<file path="config.mk">
export PLATFORM = sky130hd
export DESIGN_NAME = des_block_seq_flat
export DESIGN_NICKNAME = d
export VERILOG_FILES = /design/src/rtl/des_seq_pkg.sv /design/src/rtl/des_block_seq_if.sv /design/src/rtl/des_chain_unit.sv /design/src/rtl/des_block_seq.sv /design/src/flat_wrapper.sv
export SDC_FILE = /design/constraint.sdc
export NUM_CORES = 1
export LEC_CHECK = 0
export ABC_CLOCK_PERIOD_IN_PS = 2600
export CELL_PAD_IN_SITES_DETAIL_PLACEMENT = 0
export CELL_PAD_IN_SITES_GLOBAL_PLACEMENT = 1
export CORE_MARGIN = 1
export CORE_UTILIZATION = 32
export CTS_CLUSTER_DIAMETER = 120
export CTS_CLUSTER_SIZE = 40
export DETAILED_ROUTE_END_ITERATION = 8
export GPL_TIMING_DRIVEN = 0
export PLACE_DENSITY = 0.84
export SLEW_MARGIN = 20
export SYNTH_ARGS = -nofsm -noshare
export SYNTH_HDL_FRONTEND = slang
export SYNTH_SLANG_ARGS = --single-unit
</file>
<file path="constraint.sdc">
create_clock -name sys_clk -period 2.6 [get_ports sys_clk]
set_clock_uncertainty 0.2 [all_clocks]
set_input_delay 0.52 -clock sys_clk [delete_from_list [all_inputs] [get_ports sys_clk]]
set_output_delay 0.52 -clock sys_clk [all_outputs]
set_load 0.005 [all_outputs]
</file>
<file path="src/rtl/des_seq_pkg.sv">
// Shared types and helpers for the block-cipher sequencer: FSM states,
// a ceil-log2 helper and the per-block cycle-count formula.
package des_seq_pkg;

  typedef enum logic [2:0] {
    S_IDLE,
    S_LOAD,
    S_ROUND,
    S_STORE,
    S_NEXT,
    S_DONE
  } state_e;

  function automatic int clog2_f(input int value);
    int r;
    r = 0;
    while ((1 << r) < value) r++;
    return r;
  endfunction

  // Cycles spent per block: LOAD (wpb+1), ROUND, STORE (wpb), NEXT (1).
  function automatic int block_period(input int words_per_block, input int num_rounds);
    return 2 * words_per_block + num_rounds + 2;
  endfunction

endpackage

</file>
<file path="src/rtl/des_block_seq_if.sv">
// Control, RAM and cipher-core signals of the sequencer; master is the
// sequencer side, slave is the surrounding system (RAMs, core, controller).
interface des_block_seq_if
  import des_seq_pkg::*;
#(
  parameter int DATA_W          = 32,
  parameter int WORDS_PER_BLOCK = 2,
  parameter int ADDR_W          = 9,
  parameter int NUM_ROUNDS      = 16
) ();
  localparam int BLOCK_W = DATA_W * WORDS_PER_BLOCK;
  localparam int BLK_W   = ADDR_W - clog2_f(WORDS_PER_BLOCK);
  localparam int RND_W   = (NUM_ROUNDS > 1) ? clog2_f(NUM_ROUNDS) : 1;

  logic               start;
  logic               cbc;
  logic               decrypt;
  logic [BLK_W-1:0]   num_blocks;
  logic [BLOCK_W-1:0] iv;
  logic [ADDR_W-1:0]  ram_i_addr;
  logic [DATA_W-1:0]  ram_i_dout;
  logic [ADDR_W-1:0]  ram_o_addr;
  logic [DATA_W-1:0]  ram_o_din;
  logic               ram_o_we;
  logic [BLOCK_W-1:0] core_in;
  logic [RND_W-1:0]   core_round;
  logic               core_decrypt;
  logic [BLOCK_W-1:0] core_out;
  logic               busy;
  logic               done;
  logic [BLK_W:0]     blocks_done;

  modport master (
    input  start, cbc, decrypt, num_blocks, iv, ram_i_dout, core_out,
    output ram_i_addr, ram_o_addr, ram_o_din, ram_o_we,
           core_in, core_round, core_decrypt, busy, done, blocks_done
  );

  modport slave (
    output start, cbc, decrypt, num_blocks, iv, ram_i_dout, core_out,
    input  ram_i_addr, ram_o_addr, ram_o_din, ram_o_we,
           core_in, core_round, core_decrypt, busy, done, blocks_done
  );

endinterface

</file>
<file path="src/rtl/des_chain_unit.sv">
// CBC chaining: pre-whitening of the core input, post-whitening of the
// core output and the chain register that carries state between blocks.
module des_chain_unit #(
  parameter int BLOCK_W = 64
) (
  input  logic               clk,
  input  logic               reset,
  input  logic               cbc,
  input  logic               decrypt,
  input  logic               load_iv,
  input  logic               update,
  input  logic [BLOCK_W-1:0] iv,
  input  logic [BLOCK_W-1:0] block,
  input  logic [BLOCK_W-1:0] core_out,
  output logic [BLOCK_W-1:0] core_in,
  output logic [BLOCK_W-1:0] result
);

  logic [BLOCK_W-1:0] chain_q, chain_d;

  always_comb begin
    core_in = (cbc && !decrypt) ? (block ^ chain_q) : block;
    result  = (cbc && decrypt) ? (core_out ^ chain_q) : core_out;
    chain_d = chain_q;
    if (load_iv) begin
      chain_d = iv;
    end else if (update && cbc) begin
      // Decrypt chains on the ciphertext that came in, encrypt on the one going out.
      chain_d = decrypt ? block : core_out;
    end
  end

  always_ff @(posedge clk) begin
    if (reset) chain_q <= '0;
    else       chain_q <= chain_d;
  end

endmodule

</file>
<file path="src/rtl/des_block_seq.sv">
// Streams N cipher blocks from the input RAM through an iterative round core
// into the output RAM, with ECB or CBC chaining in either direction.
module des_block_seq
  import des_seq_pkg::*;
#(
  parameter int DATA_W          = 32,
  parameter int WORDS_PER_BLOCK = 2,
  parameter int ADDR_W          = 9,
  parameter int NUM_ROUNDS      = 16
) (
  input  logic            sys_clk,
  input  logic            reset,
  des_block_seq_if.master bus
);

  localparam int WPB_LOG = clog2_f(WORDS_PER_BLOCK);
  localparam int BLOCK_W = DATA_W * WORDS_PER_BLOCK;
  localparam int BLK_W   = ADDR_W - WPB_LOG;
  localparam int RND_W   = (NUM_ROUNDS > 1) ? clog2_f(NUM_ROUNDS) : 1;
  localparam int CNT_MAX = (WORDS_PER_BLOCK + 1 > NUM_ROUNDS) ? WORDS_PER_BLOCK + 1 : NUM_ROUNDS;
  localparam int CNT_W   = clog2_f(CNT_MAX) + 1;

  localparam logic [CNT_W-1:0] LOAD_LAST  = CNT_W'(WORDS_PER_BLOCK);
  localparam logic [CNT_W-1:0] STORE_LAST = CNT_W'(WORDS_PER_BLOCK - 1);
  localparam logic [CNT_W-1:0] ROUND_LAST = CNT_W'(NUM_ROUNDS - 1);
  localparam logic [BLK_W:0]   FULL_RUN   = {1'b1, {BLK_W{1'b0}}};

  state_e             state_q, state_d;
  logic [CNT_W-1:0]   cnt_q, cnt_d;
  logic [BLK_W-1:0]   blk_idx_q, blk_idx_d;
  logic [BLK_W:0]     blocks_done_q, blocks_done_d;
  logic [BLK_W:0]     target_q, target_d;
  logic [BLK_W:0]     blocks_inc;
  logic               cbc_q, cbc_d;
  logic               decrypt_q, decrypt_d;
  logic [BLOCK_W-1:0] block_q, block_d;
  logic [BLOCK_W-1:0] result_q, result_d;
  logic [ADDR_W-1:0]  base_addr, cur_addr;
  logic               chain_load, chain_update;
  logic [BLOCK_W-1:0] chain_core_in, chain_result;

  assign base_addr  = ADDR_W'(blk_idx_q) << WPB_LOG;
  assign cur_addr   = base_addr + ADDR_W'(cnt_q);
  assign blocks_inc = blocks_done_q + 1'b1;

  des_chain_unit #(.BLOCK_W(BLOCK_W)) u_chain (
    .clk      (sys_clk),
    .reset    (reset),
    .cbc      (cbc_q),
    .decrypt  (decrypt_q),
    .load_iv  (chain_load),
    .update   (chain_update),
    .iv       (bus.iv),
    .block    (block_q),
    .core_out (bus.core_out),
    .core_in  (chain_core_in),
    .result   (chain_result)
  );

  always_comb begin
    // NOTE: every signal written here gets a default first so no path leaves it unassigned (no latches).
    state_d          = state_q;
    cnt_d            = cnt_q;
    blk_idx_d        = blk_idx_q;
    blocks_done_d    = blocks_done_q;
    target_d         = target_q;
    cbc_d            = cbc_q;
    decrypt_d        = decrypt_q;
    block_d          = block_q;
    result_d         = result_q;
    chain_load       = 1'b0;
    chain_update     = 1'b0;
    bus.ram_i_addr   = '0;
    bus.ram_o_addr   = '0;
    bus.ram_o_din    = '0;
    bus.ram_o_we     = 1'b0;
    bus.core_in      = '0;
    bus.core_round   = '0;
    bus.done         = 1'b0;
    bus.busy         = (state_q != S_IDLE);
    bus.core_decrypt = decrypt_q;
    bus.blocks_done  = blocks_done_q;

    unique case (state_q)
      S_IDLE: begin
        if (bus.start) begin
          state_d       = S_LOAD;
          cnt_d         = '0;
          blk_idx_d     = '0;
          blocks_done_d = '0;
          target_d      = (bus.num_blocks == '0) ? FULL_RUN : {1'b0, bus.num_blocks};
          cbc_d         = bus.cbc;
          decrypt_d     = bus.decrypt;
          chain_load    = 1'b1;
        end
      end

      S_LOAD: begin
        // Address goes out in cycle k, its data is captured one cycle later.
        if (cnt_q < LOAD_LAST) bus.ram_i_addr = cur_addr;
        for (int k = 0; k < WORDS_PER_BLOCK; k++) begin
          if (cnt_q == CNT_W'(k + 1)) block_d[k*DATA_W +: DATA_W] = bus.ram_i_dout;
        end
        if (cnt_q == LOAD_LAST) begin
          state_d = S_ROUND;
          cnt_d   = '0;
        end else begin
          cnt_d = cnt_q + 1'b1;
        end
      end

      S_ROUND: begin
        bus.core_in    = chain_core_in;
        bus.core_round = cnt_q[RND_W-1:0];
        if (cnt_q == ROUND_LAST) begin
          result_d     = chain_result;
          chain_update = 1'b1;
          state_d      = S_STORE;
          cnt_d        = '0;
        end else begin
          cnt_d = cnt_q + 1'b1;
        end
      end

      S_STORE: begin
        bus.ram_o_we   = 1'b1;
        bus.ram_o_addr = cur_addr;
        for (int k = 0; k < WORDS_PER_BLOCK; k++) begin
          if (cnt_q == CNT_W'(k)) bus.ram_o_din = result_q[k*DATA_W +: DATA_W];
        end
        if (cnt_q == STORE_LAST) begin
          state_d = S_NEXT;
          cnt_d   = '0;
        end else begin
          cnt_d = cnt_q + 1'b1;
        end
      end

      S_NEXT: begin
        blocks_done_d = blocks_inc;
        if (blocks_inc == target_q) begin
          state_d = S_DONE;
        end else begin
          state_d   = S_LOAD;
          blk_idx_d = blk_idx_q + 1'b1;
          cnt_d     = '0;
        end
      end

      S_DONE: begin
        bus.done = 1'b1;
        state_d  = S_IDLE;
      end

      default: state_d = S_IDLE;
    endcase
  end

  always_ff @(posedge sys_clk) begin
    // NOTE: sequential state uses non-blocking assignments so all registers update together at the edge.
    if (reset) begin
      state_q       <= S_IDLE;
      cnt_q         <= '0;
      blk_idx_q     <= '0;
      blocks_done_q <= '0;
      target_q      <= '0;
      cbc_q         <= 1'b0;
      decrypt_q     <= 1'b0;
      block_q       <= '0;
      result_q      <= '0;
    end else begin
      state_q       <= state_d;
      cnt_q         <= cnt_d;
      blk_idx_q     <= blk_idx_d;
      blocks_done_q <= blocks_done_d;
      target_q      <= target_d;
      cbc_q         <= cbc_d;
      decrypt_q     <= decrypt_d;
      block_q       <= block_d;
      result_q      <= result_d;
    end
  end

endmodule

</file>
<file path="src/flat_wrapper.sv">
// flat-port wrapper written by rule: the top's interface ports become plain ports
module des_block_seq_flat import des_seq_pkg::*;
#(
  parameter int DATA_W          = 32,
  parameter int WORDS_PER_BLOCK = 2,
  parameter int ADDR_W          = 9,
  parameter int NUM_ROUNDS      = 16
)
  (sys_clk, reset, bus_start, bus_cbc, bus_decrypt, bus_num_blocks, bus_iv, bus_ram_i_dout, bus_core_out, bus_ram_i_addr, bus_ram_o_addr, bus_ram_o_din, bus_ram_o_we, bus_core_in, bus_core_round, bus_core_decrypt, bus_busy, bus_done, bus_blocks_done);
  des_block_seq_if #(.DATA_W(DATA_W), .WORDS_PER_BLOCK(WORDS_PER_BLOCK), .ADDR_W(ADDR_W), .NUM_ROUNDS(NUM_ROUNDS)) bus_i ();
  input  logic sys_clk;
  input  logic reset;
  input wire logic [$bits(bus_i.start)-1:0] bus_start;
  input wire logic [$bits(bus_i.cbc)-1:0] bus_cbc;
  input wire logic [$bits(bus_i.decrypt)-1:0] bus_decrypt;
  input wire logic [$bits(bus_i.num_blocks)-1:0] bus_num_blocks;
  input wire logic [$bits(bus_i.iv)-1:0] bus_iv;
  input wire logic [$bits(bus_i.ram_i_dout)-1:0] bus_ram_i_dout;
  input wire logic [$bits(bus_i.core_out)-1:0] bus_core_out;
  output wire logic [$bits(bus_i.ram_i_addr)-1:0] bus_ram_i_addr;
  output wire logic [$bits(bus_i.ram_o_addr)-1:0] bus_ram_o_addr;
  output wire logic [$bits(bus_i.ram_o_din)-1:0] bus_ram_o_din;
  output wire logic [$bits(bus_i.ram_o_we)-1:0] bus_ram_o_we;
  output wire logic [$bits(bus_i.core_in)-1:0] bus_core_in;
  output wire logic [$bits(bus_i.core_round)-1:0] bus_core_round;
  output wire logic [$bits(bus_i.core_decrypt)-1:0] bus_core_decrypt;
  output wire logic [$bits(bus_i.busy)-1:0] bus_busy;
  output wire logic [$bits(bus_i.done)-1:0] bus_done;
  output wire logic [$bits(bus_i.blocks_done)-1:0] bus_blocks_done;
  assign bus_i.start = bus_start;
  assign bus_i.cbc = bus_cbc;
  assign bus_i.decrypt = bus_decrypt;
  assign bus_i.num_blocks = bus_num_blocks;
  assign bus_i.iv = bus_iv;
  assign bus_i.ram_i_dout = bus_ram_i_dout;
  assign bus_i.core_out = bus_core_out;
  assign bus_ram_i_addr = bus_i.ram_i_addr;
  assign bus_ram_o_addr = bus_i.ram_o_addr;
  assign bus_ram_o_din = bus_i.ram_o_din;
  assign bus_ram_o_we = bus_i.ram_o_we;
  assign bus_core_in = bus_i.core_in;
  assign bus_core_round = bus_i.core_round;
  assign bus_core_decrypt = bus_i.core_decrypt;
  assign bus_busy = bus_i.busy;
  assign bus_done = bus_i.done;
  assign bus_blocks_done = bus_i.blocks_done;
  des_block_seq #(.DATA_W(DATA_W), .WORDS_PER_BLOCK(WORDS_PER_BLOCK), .ADDR_W(ADDR_W), .NUM_ROUNDS(NUM_ROUNDS)) u_core (.sys_clk(sys_clk), .reset(reset), .bus(bus_i));
endmodule
</file>
==> flow_metrics.env <==
export IMPL_period_needed_ns=2.96
export IMPL_postSynthRegisterBits=228
export IMPL_max_cap_violations=0
export IMPL_setup_violations=106
export IMPL_via_count_of_the_first_global_routing_pass=12922
export IMPL_critical_path_class="reg2out"
export IMPL_clkLatencyLatePin_ns=0.51
export IMPL_timing_hold_worst_class="in2reg"
export IMPL_grt_util_met2_pct=44.7
export IMPL_reg2reg_to="u_core.blk_idx_q[3]"
export IMPL_leakage_nw=6.91
export IMPL_grt_max_degree=41
export IMPL_drc_errors=0
export IMPL_finalPower_mw=7.63
export IMPL_wirelength_mm=53.4
export IMPL_cts_root_buf="sky130_fd_sc_hd__clkbuf_16"
export IMPL_critical_path_slowest_cell="sky130_fd_sc_hd__dfxtp_4"
export IMPL_synth_async_sr_flop_share_pct=0
export IMPL_finalSetupTns_ns=-17.53
export IMPL_synth_area_mm2=0.0123
export IMPL_yosysWarnings=0
export IMPL_critical_path_endpoint_type="output port"
export IMPL_die_area_mm2=0.0394
export IMPL_cts_buffer_depth=3
export IMPL_worst_relative_slew_slack_pct=34.8
export IMPL_number_of_buffer_cells_added_on_primary_ports=302
export IMPL_synthDominantAreaCellType="sky130_fd_sc_hd__dfxtp_1"
export IMPL_nFillCells=3734
export IMPL_netlist_top_cells_area="sky130_fd_sc_hd__dfxtp_1 (37%), sky130_fd_sc_hd__nor2_1 (10%), sky130_fd_sc_hd__xor2_1 (9.7%)"
export IMPL_detail_route_antenna_nets=0
export IMPL_detailed_place_hpwl_mm=39.0
export IMPL_floorplan_initialDensity_pct=32.6
export IMPL_cp_num_cells=8
export IMPL_crit_path_max_fanout=2
export IMPL_placeableCoreArea_mm2=0.0378
export IMPL_grt_busiest_layer="met2"
export IMPL_seq_area_frac_synth_pct=37.0
export IMPL_numPlacedInstances=2463
export IMPL_crit_end="bus_ram_i_addr[5]"
export IMPL_synth_edff_count=0
export IMPL_synth_lib_cells_used_distinct=48
export IMPL_critPathRequiredTime_ns=1.88
export IMPL_wire_per_inst_um=20.7
export IMPL_grtUsageMet3_pct=2.59
export IMPL_timing_final_max_slew_violations=0
export IMPL_violations="negative setup slack"
export IMPL_max_freq_ghz=0.338
export IMPL_whs_ns=0.206
export IMPL_cts_num_sinks=228
export IMPL_yosys_area_top_type_share_pct=37.0
export IMPL_grt_util_all_layers_pct=25.9
export IMPL_detailedRoute_firstIterationViolations=1071
export IMPL_post_route_cells_drive_above_1_share_pct=26.9
export IMPL_hold_viol_final=0
export IMPL_rrSetupSlack_ns=-0.11
export IMPL_final_cells=2581
export IMPL_clk_pin_slew_ns=0.14
export IMPL_timing_reg2reg_worst_path_depth=10
export IMPL_std_cell_rows=71
export IMPL_critical_path_cell_chain="buf_6, fa_2, a21o_1, a21oi_2, xor2_1, buf_4, nor2_2, buf_2"
export IMPL_boundaryPins=304
export IMPL_clock_tree_from_tritoncts="built"
export IMPL_postCtsHoldBufs=0
export IMPL_grt_first_pass_wirelength_mm=77.0
export IMPL_finalNetCount=2251
export IMPL_cts_buf_count=10
export IMPL_timing_critical_path_max_delay_family="flip-flops"
export IMPL_htreeDepth=1
export IMPL_post_synth_top_flop="sky130_fd_sc_hd__dfxtp_1"
export IMPL_worst_slack_ns=-0.361
export IMPL_syn_inst=1650
export IMPL_cp_num_buf_inv=3
export IMPL_drtPass1Iterations=5
export IMPL_globalplace_congestion=0.854
export IMPL_initial_antenna_violation_count=3
export IMPL_grt_remaining_overflow=0
export IMPL_synth_fp_nets=1836
export IMPL_r2r_start="u_core.bus.blocks_done[0]"
export IMPL_syn_mean_instance_area_um2=7.48
export IMPL_status="complete, but fails checks"
export IMPL_worst_tran_pin_value_ns=0.978
export IMPL_power_density_mw_per_mm2=409
export IMPL_final_period_utilization_pct=114
export IMPL_startpoint_type_of_the_worst_setup_path="flop"
export IMPL_via_count=13363
export IMPL_detailedPlace_worstSlack_ns=-0.979
export IMPL_gr_usage_met1_pct=34.0
export IMPL_rsz_0062_raised_after_global_routing="true"
export IMPL_areaGrowthSynthToFinish_pct=51.0
export IMPL_crit_path_start="u_core.blk_idx_q[1]"
export IMPL_detail_route_vias_per_cell=5.18
export IMPL_ir_worst_vdd_uv=424
export IMPL_arrival_time_at_the_worst_endpoint_ns=2.24
export IMPL_max_stage_delay_ns=0.39
export IMPL_chipHeight_um=198
export IMPL_fp_dieW_um=198
## cells in the final DEF (no fill, tap or decap), types with 31 or more instances in the layout
cell                              instances
sky130_fd_sc_hd__clkbuf_1                52
sky130_fd_sc_hd__xor2_1                 115
sky130_fd_sc_hd__a21oi_1                154
sky130_fd_sc_hd__nand2_2                 31
sky130_fd_sc_hd__a22oi_2                 32
sky130_fd_sc_hd__a211oi_1               118
sky130_fd_sc_hd__nor2_2                  37
sky130_fd_sc_hd__buf_6                   53
sky130_fd_sc_hd__clkdlybuf4s50_1        183
sky130_fd_sc_hd__dfxtp_1                208
sky130_fd_sc_hd__mux2i_1                 66
sky130_fd_sc_hd__buf_2                  113
sky130_fd_sc_hd__nand2_1                230
sky130_fd_sc_hd__buf_4                   52
sky130_fd_sc_hd__nand2_4                 33
sky130_fd_sc_hd__nor2_1                 280
## repair_timing
| action | in CTS | in global routing |
|---|---|---|
| cloned | 7 | 2 |
| pin swaps | 141 | 135 |
| gates resized for setup | 822 | 211 |
| endpoints found under the setup margin | 304 | 284 |
| buffers inserted | 79 | 35 |
## state kept, by name (all words and copies together) (netlist names)
name / count
u_core.bus.blocks_done: 9
u_core.state_q: 3
u_core.target_q: 9
u_core.block_q: 64
u_core.bus.core_decrypt: 1
u_core.blk_idx_q: 8
u_core.cnt_q: 5
u_core.u_chain.chain_q: 64
u_core.cbc_q: 1
u_core.result_q: 64
## worst min path at each step
stage                        from                   to  slack [ns]  cells past startpoint
6_report                    reset  u_core.blk_idx_q[2]        0.21                      4
5_1_grt                     reset  u_core.blk_idx_q[2]        0.23                      4
4_1_cts                     reset  u_core.blk_idx_q[2]        0.20                      4
3_5_place_dp   u_core.target_q[6]   u_core.target_q[6]        0.26                      2
3_3_place_gp   u_core.target_q[8]   u_core.target_q[8]        0.26                      2
2_1_floorplan  u_core.target_q[0]   u_core.target_q[0]        0.25                      2
## metal layers
| layer | part of all wire, % | vias up |
|---|---|---|
| li1 | - | 6352 |
| met5 | 0.022 | - |
| met4 | 2.8 | 2 |
| met3 | 5.8 | 72 |
| met1 | 43 | 6426 |
| met2 | 49 | 511 |
## tightest hold or removal path, delay by kind of cell
family | cells | cell delay (ns)
AO/OA/AOI/OAI | 2 | 0.13
buffers and inverters | 1 | 0.16
AND/OR/NAND/NOR | 1 | 0.06
## report_power, final
part	internal (mW)	total, mW	switching (mW)
combinational	0.843	1.76	0.917
clock	0.822	2.13	1.31
sequential	3.60	3.74	0.135
## logic make-up (layout without fill, tap and decap cells)
logic type | after synthesis | count (layout) | synth area share, %
simple gates | 701 | 701 | 22.8
compound gates | 348 | 348 | 17.9
flops | 228 | 228 | 37.0
xor+xnor | 148 | 148 | 10.5
buf+inv | 146 | 564 | 5.09
mux | 66 | 66 | 5.35
fa+ha+maj | 13 | 13 | 1.38
other cells | 0 | 2 | 0
## area by class of cell
class	count	area [um2]	share of cell area, %
Inverter	12	57.6	0.309
Antenna cell	2	5.00	0.0269
Timing Repair Buffer	418	3750	20.1
Sequential cell	228	4610	24.8
Clock buffer	11	275	1.48
Tap cell	511	639	3.43
Clock inverter	4	62.6	0.336
Multi-Input combinational cell	1276	8350	44.8
Buffer	119	892	4.79
## Yosys cell counts (4+ instances only)
cell and instances:
sky130_fd_sc_hd__a211oi_1 129, sky130_fd_sc_hd__a21oi_1 160, sky130_fd_sc_hd__a22oi_1 33, sky130_fd_sc_hd__a31oi_1 4, sky130_fd_sc_hd__and2_1 10, sky130_fd_sc_hd__buf_1 23, sky130_fd_sc_hd__buf_6 4, sky130_fd_sc_hd__clkbuf_1 103
sky130_fd_sc_hd__dfxtp_1 228, sky130_fd_sc_hd__ha_1 12, sky130_fd_sc_hd__inv_1 12, sky130_fd_sc_hd__mux2i_1 66, sky130_fd_sc_hd__nand2_1 294, sky130_fd_sc_hd__nand3_1 22, sky130_fd_sc_hd__nor2_1 329, sky130_fd_sc_hd__nor3_1 8
sky130_fd_sc_hd__nor3b_1 4, sky130_fd_sc_hd__nor4_1 4, sky130_fd_sc_hd__o21ai_0 9, sky130_fd_sc_hd__or3_1 4, sky130_fd_sc_hd__or4_1 4, sky130_fd_sc_hd__xnor2_1 12, sky130_fd_sc_hd__xor2_1 136
## metrics by stage
stage | util [%] | area (um2)
6_report | 49.3 | 18600
3_5_place_dp | 42.3 | 16000
4_1_cts | 47.2 | 17900
3_3_place_gp | 42.3 | 16000
5_1_grt | 49.3 | 18600
2_1_floorplan | - | 12300
(Power assumes the default switching activity.)
